===== src/rtl/recon_4x4.sv =====
// recon_4x4: prediction FIFO plus per-pixel pred+res reconstruction for 4x4 blocks.
// Define RECON_CLIP_EN for saturating 0..255 output; otherwise the sum wraps modulo 256.
module recon_4x4 #(
    parameter int unsigned DEPTH = 4,
    parameter int unsigned CNT_W = 3
) (
    input  logic             clk,
    input  logic             reset,
    input  logic             pred_valid,
    input  logic [15:0][7:0] pred,
    output logic             pred_ready,
    input  logic             res_valid,
    input  logic [15:0][7:0] res,
    output logic             recon_valid,
    output logic [15:0][7:0] recon,
    output logic [CNT_W-1:0] fifo_count,
    output logic             err_underflow
);
    localparam int unsigned PTR_W = $clog2(DEPTH);

    logic [15:0][7:0] r_mem [DEPTH];
    logic [PTR_W-1:0] r_wr_ptr;
    logic [PTR_W-1:0] r_rd_ptr;
    logic [CNT_W-1:0] r_count;
    logic             r_recon_valid;
    logic [15:0][7:0] r_recon;
    logic             r_err_underflow;

    logic             w_push;
    logic             w_pop;
    logic             w_empty;
    logic [15:0][7:0] w_head;
    logic signed [9:0] w_sum [16];
    logic [15:0][7:0] w_recon;

    assign w_empty    = (r_count == '0);
    assign pred_ready = (r_count != CNT_W'(DEPTH));
    assign w_push     = pred_valid && pred_ready;
    assign w_pop      = res_valid && !w_empty;
    assign w_head     = r_mem[r_rd_ptr];

    always_comb begin
        for (int i = 0; i < 16; i++) begin
            w_sum[i] = $signed({2'b00, w_head[i]}) + $signed({{2{res[i][7]}}, res[i]});
`ifdef RECON_CLIP_EN
            // Sum spans -128..382: bit 9 flags negative, bit 8 flags >255.
            if (w_sum[i][9]) begin
                w_recon[i] = 8'd0;
            end else if (w_sum[i][8]) begin
                w_recon[i] = 8'd255;
            end else begin
                w_recon[i] = w_sum[i][7:0];
            end
`else
            w_recon[i] = w_sum[i][7:0];
`endif
        end
    end

    // Storage needs no reset; pointers define what is valid.
    always_ff @(posedge clk) begin
        if (!reset && w_push) begin
            r_mem[r_wr_ptr] <= pred;
        end
    end

    always_ff @(posedge clk) begin
        if (reset) begin
            r_wr_ptr        <= '0;
            r_rd_ptr        <= '0;
            r_count         <= '0;
            r_recon_valid   <= 1'b0;
            r_recon         <= '0;
            r_err_underflow <= 1'b0;
        end else begin
            if (w_push) begin
                r_wr_ptr <= r_wr_ptr + 1'b1;
            end
            if (w_pop) begin
                r_rd_ptr <= r_rd_ptr + 1'b1;
                r_recon  <= w_recon;
            end
            if (w_push && !w_pop) begin
                r_count <= r_count + 1'b1;
            end else if (!w_push && w_pop) begin
                r_count <= r_count - 1'b1;
            end
            r_recon_valid <= w_pop;
            if (res_valid && w_empty) begin
                r_err_underflow <= 1'b1;
            end
        end
    end

    assign recon_valid   = r_recon_valid;
    assign recon         = r_recon;
    assign fifo_count    = r_count;
    assign err_underflow = r_err_underflow;

endmodule


===== config.mk =====
export PLATFORM = sky130hd
export DESIGN_NAME = recon_4x4
export DESIGN_NICKNAME = d
export VERILOG_FILES = /design/src/rtl/recon_4x4.sv
export SDC_FILE = /design/constraint.sdc
export NUM_CORES = 1
export LEC_CHECK = 0
export CORE_MARGIN = 2
export CORE_UTILIZATION = 55
export DETAILED_ROUTE_END_ITERATION = 8
export GPL_ROUTABILITY_DRIVEN = 0
export PLACE_DENSITY = 0.8
export SYNTH_ARGS = -nofsm -noshare
export SYNTH_HDL_FRONTEND = slang
export SYNTH_SLANG_ARGS = --single-unit

===== constraint.sdc =====
create_clock -name clk -period 11.28 [get_ports clk]
set_input_delay 3.384 -clock clk [delete_from_list [all_inputs] [get_ports clk]]
set_output_delay 3.384 -clock clk [all_outputs]
set_load 0.03 [all_outputs]

==> impl_metrics.yaml <==
synthesis:
  postSynthRegisterBits: 651
  ys.warnings.count: 0
  synth.yosys.seq_area_share: 0.648
  yosys.cell_types.count: 36
  postSynthCellCount: 1784
  syn-cell-area_sq_um: 28000
  synth_fp_nets: 2178
  avgSynthCellArea_sq_um: 15.7
timing:
  time_the_worst_path_needs_with_i_o_delays_and_setup_ps: 6190
  fmaxAchievable_mhz: 162
  final_critical_path_share_of_the_clock_period: 0.549
  fin_tns_setup_ps: 0
  timing_worst_slew_pin_value_ps: 1330
  finalSetupViolations: 0
  rsz0062_at_grt: "false"
  max_slew_margin: 0.106
  worst_clock_skew_ps: 13.4
  finalHoldViolCount: 0
  slew_violations: 0
floorplan:
  chipHeight_um: 230
  fp.dieW_um: 230
  die_area_sq_um: 52700
  boundaryPins: 394
  initial_utilization: 0.558
  design.core.area_sq_um: 50200
  rows: 82
worst_hold_path:
  holdPathStages: 2
  worst_hold_path.endpoint: "recon[67]"
  hp-start: "recon[67]"
  worst_hold_path_type: "flip-flop to flip-flop"
route:
  avgViaCountPerCell: 6.04
  drt_iter0_drc: 1479
  postRouteWirelength_um: 72900
  drc: 0
  drt_pre_antenna_iters: 5
  vias: 17700
  detail-route-antenna-nets: 0
  wl_per_cell_um: 24.9
place:
  placement.io_buffers: 393
  post-dp-hpwl_um: 48700
  post_dp_cell_area_sq_um: 32600
worst_setup_path:
  series_of_cell_instances_along_the_critical_path: "clkdlybuf4s50_1 > nand2_1 > nor2_1 > and2_4 > buf_4 > buf_4"
  critical_path.max_stage_delay_ps: 780
  cp_max_fanout: 55
  setup.worst_path.end_class: "flip-flop"
  setup.worst_path.class: "primary input to flip-flop"
  worst_path_dominant_cell_family: "buffers and inverters"
  worstSetupStartpointType: "primary input"
  crit_slowest_cell: "buf_4"
  reg2reg_depth: 9
  critPathRequiredTime_ps: 11490
  worst_path_most_repeated_cell: "buf_4"
  worst_r2r_endpoint: "recon[79]"
  critPathBufInv: 3
  arrival_time_at_the_worst_endpoint_ps: 6400
  setup.reg_to_reg.worst_slack_ps: 6430
layout:
  areaGrowthSynthToFinish_pct: 24.4
  layout-drive-gt1-share: 0.126
  multi_input_comb_area_sq_um: 9240
  layout_commonest_cell: "edfxtp_1"
  final-seq-area_sq_um: 18200
  layout.cell_area.non_filler_sq_um: 34800
  fill_cells: 3252
  commonest_cells_after_routing_fill_and_taps_aside: "edfxtp_1, clkdlybuf4s50_1, dfxtp_1"
  num-nets-final: 2576
clocking:
  clk_pin_slew_worst_paths_ps: 60
  cts_buffers: 66
  clock-root-buffer: "clkbuf_16"
  hold_bufs_inserted_after_cts: 0
  ctsLongestPathBuffers: 3
  clock-sinks: 651
  cts_tree: "built"
  insertion_delay_ps: 590
  cts-htree-levels: 3
  cts-resized-gates: 0
  post-cts-setup-buffer-count: 0
grt:
  grt_max_degree: 73
  globalRoute.totalOverflow: 0
  number_of_antenna_violations_at_the_first_check_in_global_routing: 16
  met3_usage: 0.0539
  grt_use_met1: 0.360
  first_global_vias: 17700
  track_usage: 0.274
  grt.busiest_layer: "met2"
  globalRouteMet2Util: 0.461
  wire_length_of_the_first_global_routing_pass_um: 107000
pwr:
  pd_cells_nw_per_um2: 235
  static-leakage-power_nw: 12.0
  worst_ir_drop_vdd_uv: 209
job:
  max_cap_violations: 0
run_status:
  status: "finished, final reports clean"
-- cell type report --
type | count | share of cell area
flip-flops and latches | 651 | 0.521
multi-input cells | 982 | 0.265
repair buffers | 410 | 0.116
clock buffers | 98 | 0.0566
well taps | 672 | 0.0241
inverters | 71 | 0.00779
clock inverters | 24 | 0.00754
diodes | 13 | 0.000934
-- state kept, by name, summed over array words and instances, names as in the netlist, named ones only --
name	cells
r_rd_ptr	2
err_underflow	1
recon_valid	1
r_wr_ptr	2
recon	128
r_mem	512
fifo_count	3
-- worst min-delay path: cells and delay by family (launching register included) --
family	cells	cell delay, ps
DFF	1	310
and+or+nand+nor	1	50
AOI/OAI and AO/OA	1	50
-- kinds of logic after synthesis --
group	synth area share
compound gates	0.0715
xor+xnor	0.0259
fa+ha+maj	0.0644
buf+inv	0.0221
flops	0.648
mux	0.103
simple gates	0.0643
-- per-stage QoR --
step	utilization	hold WS (ps)	worst slack [ps]	power, mW	instances
6_report	0.695	457	5090	8.19	2921
5_1_grt	0.694	473	4930	8.53	2917
4_1_cts	0.694	457	5110	8.22	2908
3_5_place_dp	0.649	447	4500	5.98	2786
3_3_place_gp	0.649	439	4590	5.89	2786
2_1_floorplan	-	469	3930	4.99	1784
-- how the worst max path moves through the flow --
stage                   end  cells past startpoint  startpoint
6_report       r_mem[2][82]                      6  pred_valid
5_1_grt        r_mem[2][82]                      6  pred_valid
4_1_cts        r_mem[2][80]                      6  pred_valid
3_5_place_dp   r_mem[2][66]                      6  pred_valid
3_3_place_gp   r_mem[2][66]                      6  pred_valid
2_1_floorplan   r_mem[0][0]                      4       reset
-- routing by layer --
layer	routed length [um]	share of wire
met5	69	0.00095
met4	2240	0.031
met3	5550	0.076
met2	36700	0.50
met1	28300	0.39
-- report_power, final --
| group | leakage (nW) | switching (mW) | internal [mW] |
|---|---|---|---|
| clock network | 1.09 | 0.881 | 1.35 |
| registers | 5.79 | 0.214 | 2.88 |
| logic | 5.12 | 1.60 | 1.26 |
| total | 12.0 | 2.69 | 5.50 |
-- Yosys cell counts --
| cell type | instances | area, sq um |
|---|---|---|
| inv_1 | 70 | 263 |
| nor4b_1 | 16 | 140 |
| and2_1 | 20 | 125 |
| o21ai_0 | 33 | 165 |
| nor2b_1 | 33 | 206 |
| nor2_1 | 57 | 214 |
| a31o_2 | 16 | 140 |
| nand2_1 | 101 | 379 |
| clkbuf_1 | 45 | 169 |
| xor2_1 | 35 | 307 |
| or3_1 | 1 | 6.26 |
| a21oi_1 | 83 | 415 |
| o211ai_1 | 32 | 240 |
| inv_2 | 1 | 3.75 |
| nor3_1 | 33 | 165 |
| buf_1 | 4 | 15.0 |
| fa_1 | 17 | 340 |
| mux4_2 | 128 | 2880 |
| and4_1 | 16 | 140 |
| o21a_1 | 16 | 120 |
| buf_2 | 29 | 145 |
| a211oi_1 | 32 | 240 |
| o31ai_1 | 16 | 120 |
| ha_1 | 117 | 1460 |
| xnor2_1 | 18 | 158 |
| dfxtp_1 | 139 | 2780 |
| mux2i_1 | 1 | 10.0 |
| a21boi_0 | 16 | 120 |
| xnor2_2 | 16 | 260 |
| nand3_1 | 33 | 165 |
| nor3b_1 | 16 | 120 |
| buf_6 | 2 | 22.5 |
| nand4b_1 | 16 | 140 |
| a21o_1 | 32 | 240 |
| a31oi_1 | 32 | 200 |
| edfxtp_1 | 512 | 15400 |
(Power assumes the default switching activity.)
